===== config.mk =====
export PLATFORM = sky130hd
export DESIGN_NAME = hex_word_rx
export DESIGN_NICKNAME = d
export VERILOG_FILES = /design/src/rtl/hex_word_rx_pkg.sv /design/src/rtl/hex_char_class.sv /design/src/rtl/hex_word_rx.sv
export SDC_FILE = /design/constraint.sdc
export NUM_CORES = 1
export LEC_CHECK = 0
export ABC_AREA = 1
export BUFFER_PORTS_ARGS = -buffer_cell sky130_fd_sc_hd__buf_4
export CORE_MARGIN = 10
export CORE_UTILIZATION = 39
export CTS_BUF_LIST = sky130_fd_sc_hd__clkbuf_8
export DETAILED_ROUTE_END_ITERATION = 8
export GPL_TIMING_DRIVEN = 0
export PLACE_DENSITY = 0.65
export RECOVER_POWER = 100
export SLEW_MARGIN = 25
export SYNTH_ARGS = -nofsm -noshare
export SYNTH_HDL_FRONTEND = slang
export SYNTH_SLANG_ARGS = --single-unit

===== constraint.sdc =====
create_clock -name clk -period 2 [get_ports clk]
set_input_delay 0.1 -clock clk [delete_from_list [all_inputs] [get_ports clk]]
set_output_delay 0.1 -clock clk [all_outputs]
set_load 0.05 [all_outputs]

===== src/rtl/hex_word_rx_pkg.sv =====
// Shared types and character constants for the ASCII hex word receiver.
package hex_word_rx_pkg;

   // Parser states
   typedef enum logic [1:0] {
      IDLE    = 2'd0,
      ACCUM   = 2'd1,
      DISCARD = 2'd2,
      HOLD    = 2'd3
   } state_t;

   // Character classes seen by the parser
   typedef enum logic [2:0] {
      C_HEX   = 3'd0,
      C_SEP   = 3'd1,
      C_NL    = 3'd2,
      C_CR    = 3'd3,
      C_OTHER = 3'd4
   } cls_t;

   localparam logic [7:0] CH_NL  = 8'h0A;
   localparam logic [7:0] CH_CR  = 8'h0D;
   localparam logic [7:0] CH_SEP = 8'h5F;

endpackage


===== src/rtl/hex_char_class.sv =====
// Classifies one ASCII character and decodes its hex nibble value.
module hex_char_class
   import hex_word_rx_pkg::*;
(
   input  logic [7:0] i_char,
   output cls_t       o_cls,
   output logic [3:0] o_nib
);

   // Decode: letters share low nibble 1..6 for both cases, so +9 maps to 10..15
   always_comb begin
      o_cls = C_OTHER;
      o_nib = 4'd0;
      if (i_char >= 8'h30 && i_char <= 8'h39) begin
         o_cls = C_HEX;
         o_nib = i_char[3:0];
      end else if ((i_char >= 8'h61 && i_char <= 8'h66) ||
                   (i_char >= 8'h41 && i_char <= 8'h46)) begin
         o_cls = C_HEX;
         o_nib = i_char[3:0] + 4'd9;
      end else if (i_char == CH_SEP) begin
         o_cls = C_SEP;
      end else if (i_char == CH_NL) begin
         o_cls = C_NL;
      end else if (i_char == CH_CR) begin
         o_cls = C_CR;
      end
   end

endmodule


===== src/rtl/hex_word_rx.sv =====
// Parses newline-terminated ASCII hex lines into words with digit count and error flag.
module hex_word_rx
   import hex_word_rx_pkg::*;
#(
   parameter  int DIGITS = 4,
   localparam int W      = 4 * DIGITS,
   localparam int CW     = $clog2(DIGITS + 1)
) (
   input  logic          clk,
   input  logic          rst_n,
   input  logic          in_valid,
   output logic          in_ready,
   input  logic [7:0]    in_char,
   output logic          out_valid,
   input  logic          out_ready,
   output logic [W-1:0]  out_word,
   output logic [CW-1:0] out_ndigits,
   output logic          out_err
);

   state_t        r_state,   w_state_nxt;
   logic [W-1:0]  r_acc,     w_acc_nxt;
   logic [CW-1:0] r_count,   w_count_nxt;
   logic          r_ovalid,  w_ovalid_nxt;
   logic [W-1:0]  r_oword,   w_oword_nxt;
   logic [CW-1:0] r_ondig,   w_ondig_nxt;
   logic          r_oerr,    w_oerr_nxt;

   cls_t          w_cls;
   logic [3:0]    w_nib;
   logic          w_take;
   logic [W-1:0]  w_shifted;

   hex_char_class u_class (
      .i_char (in_char),
      .o_cls  (w_cls),
      .o_nib  (w_nib)
   );

   // Ready depends only on registered state, never on out_ready
   assign w_take    = in_valid && (r_state != HOLD);
   assign w_shifted = W'({r_acc, w_nib});

   // Next-state and datapath decisions for the parser
   always_comb begin
      w_state_nxt  = r_state;
      w_acc_nxt    = r_acc;
      w_count_nxt  = r_count;
      w_ovalid_nxt = r_ovalid;
      w_oword_nxt  = r_oword;
      w_ondig_nxt  = r_ondig;
      w_oerr_nxt   = r_oerr;
      case (r_state)
         IDLE: begin
            if (w_take) begin
               if (w_cls == C_HEX) begin
                  w_acc_nxt   = w_shifted;
                  w_count_nxt = CW'(1);
                  w_state_nxt = ACCUM;
               end else if (w_cls == C_OTHER) begin
                  w_state_nxt = DISCARD;
               end
            end
         end
         ACCUM: begin
            if (w_take) begin
               if (w_cls == C_HEX) begin
                  if (r_count == CW'(DIGITS)) begin
                     w_state_nxt = DISCARD;
                  end else begin
                     w_acc_nxt   = w_shifted;
                     w_count_nxt = r_count + CW'(1);
                  end
               end else if (w_cls == C_NL) begin
                  w_oword_nxt  = r_acc;
                  w_ondig_nxt  = r_count;
                  w_oerr_nxt   = 1'b0;
                  w_ovalid_nxt = 1'b1;
                  w_state_nxt  = HOLD;
               end else if (w_cls == C_OTHER) begin
                  w_state_nxt = DISCARD;
               end
            end
         end
         DISCARD: begin
            if (w_take && w_cls == C_NL) begin
               w_oword_nxt  = '0;
               w_ondig_nxt  = '0;
               w_oerr_nxt   = 1'b1;
               w_ovalid_nxt = 1'b1;
               w_state_nxt  = HOLD;
            end
         end
         HOLD: begin
            if (r_ovalid && out_ready) begin
               w_ovalid_nxt = 1'b0;
               w_acc_nxt    = '0;
               w_count_nxt  = '0;
               w_state_nxt  = IDLE;
            end
         end
         default: w_state_nxt = IDLE;
      endcase
   end

   // State, accumulator and result registers with synchronous active-low reset
   always_ff @(posedge clk) begin
      if (!rst_n) begin
         r_state  <= IDLE;
         r_acc    <= '0;
         r_count  <= '0;
         r_ovalid <= 1'b0;
         r_oword  <= '0;
         r_ondig  <= '0;
         r_oerr   <= 1'b0;
      end else begin
         r_state  <= w_state_nxt;
         r_acc    <= w_acc_nxt;
         r_count  <= w_count_nxt;
         r_ovalid <= w_ovalid_nxt;
         r_oword  <= w_oword_nxt;
         r_ondig  <= w_ondig_nxt;
         r_oerr   <= w_oerr_nxt;
      end
   end

   assign in_ready    = (r_state != HOLD);
   assign out_valid   = r_ovalid;
   assign out_word    = r_oword;
   assign out_ndigits = r_ondig;
   assign out_err     = r_oerr;

endmodule

## After elaboration in Yosys (flattened, before gate mapping)

Index checks and enable logic that the tools add are counted.

- Mux-type cells: 51
- Equality and inequality tests: 20
- $lt $le $gt $ge: 6
- Add/subtract/negate cells: 2
- Reductions and logical operators: 16

Operators with widths:

| cell | number |
|---|---|
| two-way mux 16 bit | 10 |
| one-hot mux 16 bit (3 select lines) | 1 |
| two-way mux 3 bit | 15 |
| one-hot mux 16 bit (2 select lines) | 1 |
| != test 2 bit (second input constant) | 10 |
| two-way mux 2 bit | 9 |
| == test 8 x 4 -> 1 bit (second input constant) | 2 |
| >= comparator 8 x 7 -> 1 bit (second input constant) | 2 |
| less-or-equal comparator 8 x 7 -> 1 bit (second input constant) | 2 |
| AND reduction 5 bit | 2 |
| one-hot mux 3 bit (3 select lines) | 1 |
| == test 8 x 7 -> 1 bit (second input constant) | 1 |
| >= comparator 8 x 6 -> 1 bit (second input constant) | 1 |
| less-or-equal comparator 8 x 6 -> 1 bit (second input constant) | 1 |
| two-way mux 1 bit | 8 |
| two-way mux 4 bit | 2 |
| one-hot mux 2 bit (4 select lines) | 1 |
| AND reduction 7 bit | 1 |
| == test 3 bit (second input constant) | 2 |
| logical AND 1 bit | 6 |
| one-hot mux 3 bit (2 select lines) | 1 |
| AND reduction 6 bit | 1 |
| nonzero test 3 bit | 2 |
| adder 4 bit (second input constant) | 1 |
| 11 further kinds | 12 |

- Output and inout bits: 22
- Input port bits: 12
- Word-level logic and storage cells: 102
- Bits in registers: 42

## Longest topological paths before layout

Gate-level depths: netlist of the first run.

- Depth after elaboration: 12
- Depth in mapped cells: 13

## Hierarchy

From an unflattened synthesis of the first run, not the netlist that was laid out.

- Cell total of the unflattened synthesis: 355
- Area total of the unflattened synthesis: 2417.3 um2

Modules (own cells, without submodules):

| module | area an instance (um2) | sequential area each (um2) | cells an instance | instances |
|---|---|---|---|---|
| hex_word_rx | 2125.8 | 840.8 | 306 | 1 |
| hex_char_class | 291.5 | 0.0 | 49 | 1 |

## Worst setup path before layout of the first run

Ideal clock, no wire load.

- Kind: flip-flop to flip-flop
- Start point: register r_state[0]
- End point: register r_acc[0]
- Cell stages (with the launch flop): 10
- Arrival time: 1.522 ns
- Path slack: 0.346 ns
- Buffers on the path: 1
- Cell sequence: dfxtp_1 -> inv_1 -> ha_1 -> nand2_1 -> o21ai_0 -> a211oi_2 -> nand2_2 -> buf_4 -> a21oi_1 -> nor2_1

- Longest elaborated chain between the ends: 4
- Elaborated cells on any way between the ends: 14

RTL lines:

| element | line | text |
|---|---|---|
| start, declared | hex_word_rx.sv:21 | `state_t r_state, w_state_nxt;` |
| start signal, assigned | hex_word_rx.sv:117 | `r_state <= w_state_nxt;` |
| != test 2 bit | hex_word_rx.sv:41 | `assign w_take = in_valid && (r_state != HOLD);` |
| logical AND 1 bit | hex_word_rx.sv:41 |  |
| != test 2 bit (no source line) | n/a |  |
| AND reduction 7 bit (no source line) | n/a |  |
| end signal, assigned | hex_word_rx.sv:118 | `r_acc <= w_acc_nxt;` |
| end, declared | hex_word_rx.sv:22 | `logic [W-1:0] r_acc, w_acc_nxt;` |

Several ways; a longest one is shown, not always the timed one.
A chain may end at the register's enable or synchronous reset.

==> results of run 1 <==
==> worst max-delay path, delay by kind of cell (launching register included) <==
| kind | cells | cell delay (ns) |
|---|---|---|
| simple gates | 4 | 0.35 |
| buf+inv | 4 | 0.57 |
| flops | 1 | 0.36 |
| fa+ha+maj | 1 | 0.20 |
| compound gates | 2 | 0.30 |
==> report_power, final <==
group,switching (W),total (W),internal [W],leakage [nW]
registers,0.0000588,0.000954,0.000895,0.340
logic,0.000589,0.000899,0.000310,0.578
clock network,0.000298,0.000539,0.000241,0.0493
total,0.000946,0.00239,0.00145,0.967
==> metrics by stage <==
stage                     hold WS, ns  power (W)
after CTS                     0.04539   0.002409
final                         0.04218   0.002393
after global routing          0.05736   0.002559
after detailed placement       0.3694   0.001867
after global placement         0.3697   0.001863
after floorplan                0.2205   0.001662
==> layout by cell type (no fill, tap or decap), types with 4 or more instances in the layout <==
cell type / synthesis / final
nand2_1: 81 / 81
ha_1: 11 / 10
nand3_2: 7 / 7
nand3_1: 15 / 15
dfxtp_1: 42 / 40
a21oi_1: 31 / 34
buf_4: 3 / 14
inv_1: 22 / 24
a21oi_2: 9 / 6
clkbuf_1: 4 / 25
clkbuf_8: 0 / 5
o21ai_0: 8 / 8
buf_2: 4 / 4
nand4_1: 5 / 5
nor2_1: 25 / 25
==> cell families (layout without fill, tap and decap cells) <==
group,after synthesis,after routing
flip-flops,42,42
adder cells (fa/ha/maj),11,11
AND/OR/NAND/NOR,142,142
multiplexers,2,2
AO/OA/AOI/OAI,55,55
XOR/XNOR,2,2
buffers and inverters,40,81
==> sequential cells by signal, indices dropped and copies added, names as in the netlist, named ones only <==
signal,cells
r_state,1
out_err,1
r_acc,16
out_word,16
out_ndigits,3
r_count,3
out_valid,1
==> metal layers <==
layer  share of wire  track usage  wire (um)
met3           0.056      0.03965        275
met5               0            0          0
met2            0.47       0.1882       2286
met4           0.014      0.04613         68
met1            0.46       0.1317       2238
==> final timing paths <==
| path | startpoint | to | cells after the start |
|---|---|---|---|
| setup / recovery | flop | r_acc[9] | 11 |
| setup reg to reg | flop | r_acc[9] | 11 |
| hold / removal | rst_n | flop | 3 |
| hold reg to reg | r_acc[12] | out_word[12] | 2 |
==> cell type report <==
| type | instances | share of cell area |
|---|---|---|
| inverter | 28 | 0.04315 |
| timing repair buffer | 33 | 0.06696 |
| clock inverter | 3 | 0.006944 |
| tap | 72 | 0.03571 |
| clock buffer | 5 | 0.02728 |
| multi-input combinational | 212 | 0.4578 |
| sequential | 42 | 0.3343 |
| buffer | 12 | 0.02778 |
==> timing repair <==
action	CTS	global route
gates resized for setup	0	4
endpoints found under the setup margin	0	37
setup buffers	0	0
==> metrics, run 1 <==
largest net degree at the start of global routing 14; Residual DRC 0; hold_buf cts 0; largest family of logic cells by synthesized area simple AND/OR/NAND/NOR gates; mapped cell area 2176 sq um; n_diodes 0; die area 8967 sq um; remaining global-route overflow 0; GP Congestion 0.9394; Placed Cells 399; Tcrit/Tclk final 0.9203; R2R Setup Slk 0.16 ns; CP endpoint kind flop; starting density of the core 0.3976; Clock Tree Buf Depth 2; Yosys cell types 33; Crit path top cell by count nand2_1; count leader, synth nand2_1; CTS buffer count 5; crit path kind reg2reg; core footprint 5473 sq um; simple-gate share of the synthesized area 0.2996; layout cells sized above 1 0.1701; Pleak 0.9668 nW; Die Height 94.70 um; status finished clean; number of global-route vias before repair 1848; number of synthesized flops with an enable pin 0; CTS tree built; Mean Syn Cell Area 7.401 sq um; final hold vios 0; I/O pin count 34; area taken by flip-flops and latches 843.3 sq um; all-layer global routing usage 0.1139; number of synthesized register bits 42; final worst setup slack 0.1594 ns; ANT nets after route 0; measured slew at the worst slew-check pin 0.6639 ns; final core area utilization 0.4609; ys async rst share 0; 1st-iter DRT viols 92; drt first pass iters 4; routed len/inst 11.96 um; Critical Path AT 2.07 ns; Final nets 357; Peak supply drop 0.0003700 V; Fmax 543.3 MHz; Synth Net Count 317; HPWL Detailed 3724 um; clk root buf clkbuf_8; Placed Instance Area 2514 sq um; Filler Cells Inserted 614; antenna violations before repair 0; row cnt 27; post-synth top area cell dfxtp_1; relative max-transition margin 0.5574; adder-cell share of the synthesized area 0.06325; Setup crit start kind flop; slowest cell on the critical path dfxtp_2; Commonest cells post-synth nand2_1, dfxtp_1, a21oi_1; Final Cell Area 2522 sq um; Fin Clk Skew 0.008463 ns; Clk pin slew, worst setup/hold paths 0.08 ns; DR vias/cell 4.838; max-slew violations 0; dpl ws 0.006707 ns; CP Data Required Time 2.23 ns; setup TNS 0 ns; setup violators final 0; Yosys top cell area share 0.3864; sequential fraction of the synthesis area 0.3864; RSZ-0062 raised after global routing false; max_cap viols 0; top cells by area, synth dfxtp_1, nand2_1, a21oi_1; area of the multi-input gates 1155 sq um; Post-Syn Instances 294; htree depth 2; post-synthesis xor/xnor area fraction 0.008051; Max FO, Critical Path 10; slowest stage delay, CP 0.36 ns; Period minus WS final 1.841 ns; power density over cell area 948.6 nW/um^2; Synth Area in Compound Gates 0.1501; Synth warnings 0; buffers added on ports 33; path category of the worst min-delay check in2reg; Routed Wire Length 4869 um; global-route wire length before repair 8266 um; # clock sinks 42; critical path cell sequence inv_1 -> ha_1 -> buf_2 -> nand2_1 -> nand2_1 -> a211oi_2 -> nand2_2 -> inv_4 -> buf_8 -> nand3_2 -> a21oi_1; Skew-Pair Late Insertion Delay 0.30 ns; ys flop type dfxtp_1; post-synthesis mux area share 0.009201; Syn-to-layout area delta 15.93%; vias after detailed routing 1969; fin cells 407; die extent in x 94.70 um
Power figures use the tool's default switching activity.
==> inputs of run 2 (changes only) <==
--- a/config.mk
+++ b/config.mk
@@ -8,11 +8,11 @@
 export ABC_AREA = 1
 export BUFFER_PORTS_ARGS = -buffer_cell sky130_fd_sc_hd__buf_4
 export CORE_MARGIN = 10
-export CORE_UTILIZATION = 39
+export CORE_UTILIZATION = 40
 export CTS_BUF_LIST = sky130_fd_sc_hd__clkbuf_8
 export DETAILED_ROUTE_END_ITERATION = 8
 export GPL_TIMING_DRIVEN = 0
-export PLACE_DENSITY = 0.65
+export PLACE_DENSITY = 0.67
 export RECOVER_POWER = 100
 export SLEW_MARGIN = 25
 export SYNTH_ARGS = -nofsm -noshare
==> metrics, run 2 (same netlist as run 1, synthesis figures left out) <==
Routed Wire Length 5023 um; remaining global-route overflow 0; Final Cell Area 2500 sq um; layout cells sized above 1 0.1701; clk root buf clkbuf_8; Pleak 0.9640 nW; Worst path top cell family by delay simple AND/OR/NAND/NOR gates; relative max-transition margin 0.5938; all-layer global routing usage 0.1178; CTS buffer count 5; vias after detailed routing 1987; Skew-Pair Late Insertion Delay 0.29 ns; Max FO, Critical Path 10; Die Height 93.76 um; row cnt 26; RSZ-0062 raised after global routing false; setup violators final 0; Clock Tree Buf Depth 2; ANT nets after route 0; Setup Fix Bufs, Post-CTS 0; die area 8790 sq um; htree depth 2; measured slew at the worst slew-check pin 0.6092 ns; I/O pin count 34; Fin Clk Skew 0.005472 ns; routed len/inst 12.40 um; global-route wire length before repair 8542 um; final hold vios 0; HPWL Detailed 3834 um; die extent in x 93.76 um; slowest stage delay, CP 0.38 ns; path category of the worst min-delay check in2reg; most common cell after layout, fill and taps aside nand2_1; Fmax 540.3 MHz; Setup crit start kind flop; antenna violations before repair 0; n_diodes 0; status finished clean; crit path kind reg2reg; CTS tree built; power density over cell area 946.9 nW/um^2; 1st-iter DRT viols 105; slowest cell on the critical path dfxtp_1; CP endpoint kind flop; Residual DRC 0; commonest non-fill, non-tap cells in the layout nand2_1, dfxtp_1, a21oi_1, nor2_1, clkbuf_1; Tcrit/Tclk final 0.9254; critical path cell sequence ha_2 -> clkinv_2 -> nand2_2 -> nand2_1 -> nand2_1 -> a211oi_2 -> nand2_2 -> clkinv_4 -> buf_6 -> nand3_1 -> a21oi_2; Clk pin slew, worst setup/hold paths 0.08 ns; final worst setup slack 0.1493 ns; starting density of the core 0.4180; buffers added on ports 33; max-slew violations 0; number of global-route vias before repair 1922; fin cells 405; Placed Instance Area 2511 sq um; Placed Cells 397; Peak supply drop 0.0004530 V; Worst Path Buf+Inv 3; Period minus WS final 1.851 ns; GP Congestion 0.8858; # clock sinks 42; Syn-to-layout area delta 14.89%; Final nets 357; max_cap viols 0; largest net degree at the start of global routing 14; DR vias/cell 4.906; setup TNS 0 ns; dpl ws 0.02781 ns; CP Data Required Time 2.16 ns; Critical Path AT 2.01 ns; drt first pass iters 4; core footprint 5205 sq um
-- run 2: cell types whose count changed in the layout (fill, tap and decap cells not counted), sizes merged --
cell,before,now
buf,19,16
inv,28,27
clkbuf,31,34
clkinv,3,4
-- run 2: metrics by stage --
| step | hold slack, ns | util | total power [W] |
|---|---|---|---|
| 6_report | 0.06354 | 0.4803 | 0.002367 |
| 5_1_grt | 0.06374 | 0.4803 | 0.002529 |
| 4_1_cts | 0.05626 | 0.4990 | 0.002411 |
| 3_5_place_dp | 0.3693 | 0.4825 | 0.001876 |
| 3_3_place_gp | 0.3597 | 0.4825 | 0.001867 |
| 2_1_floorplan | 0.2205 | - | 0.001662 |
-- run 2: layout make-up --
| cell class | instances | area, sq um |
|---|---|---|
| Fill cell | 529 | 2705 |
| Multi-Input combinational cell | 212 | 1137 |
| Sequential cell | 42 | 842.1 |
| Timing Repair Buffer | 33 | 168.9 |
| Inverter | 28 | 111.4 |
| Tap cell | 70 | 87.58 |
| Clock buffer | 5 | 68.82 |
| Buffer | 12 | 66.31 |
| Clock inverter | 3 | 17.52 |
-- run 2: tightest hold or removal path, delay by kind of cell --
| family | cells | cell delay [ns] |
|---|---|---|
| and+or+nand+nor | 2 | 0.12 |
| buffers and inverters | 1 | 0.10 |
-- run 2: power breakdown --
| part | total [W] | internal (W) | switching [W] |
|---|---|---|---|
| Sequential | 0.000949 | 0.000893 | 0.0000558 |
| Combinational | 0.000888 | 0.000304 | 0.000584 |
| Clock | 0.000531 | 0.000241 | 0.000290 |
| Total | 0.00237 | 0.00144 | 0.000929 |
-- run 2: worst paths after layout --
path | cells after the start | startpoint | endpoint | slack [ns]
setup / recovery | 11 | flop | r_acc[8] | 0.15
hold / removal | 3 | rst_n | flop | 0.06
setup reg to reg | 11 | flop | r_acc[8] | 0.15
hold reg to reg | 2 | out_err | out_err | 0.46
-- run 2: timing repair --
| item | 4_1_cts | 5_1_grt |
|---|---|---|
| setup endpoints to repair | 0 | 32 |
| hold buffers | 0 | 0 |
| resized for setup | 0 | 4 |
-- run 2: layer usage --
layer | vias to the layer above | GRT usage | wire length, um
met2 | 40 | 0.1993 | 2291
met1 | 903 | 0.1325 | 2347
met4 | 0 | 0.04937 | 106
met3 | 9 | 0.03837 | 278
met5 | - | 0 | 0
li1 | 1035 | - | -
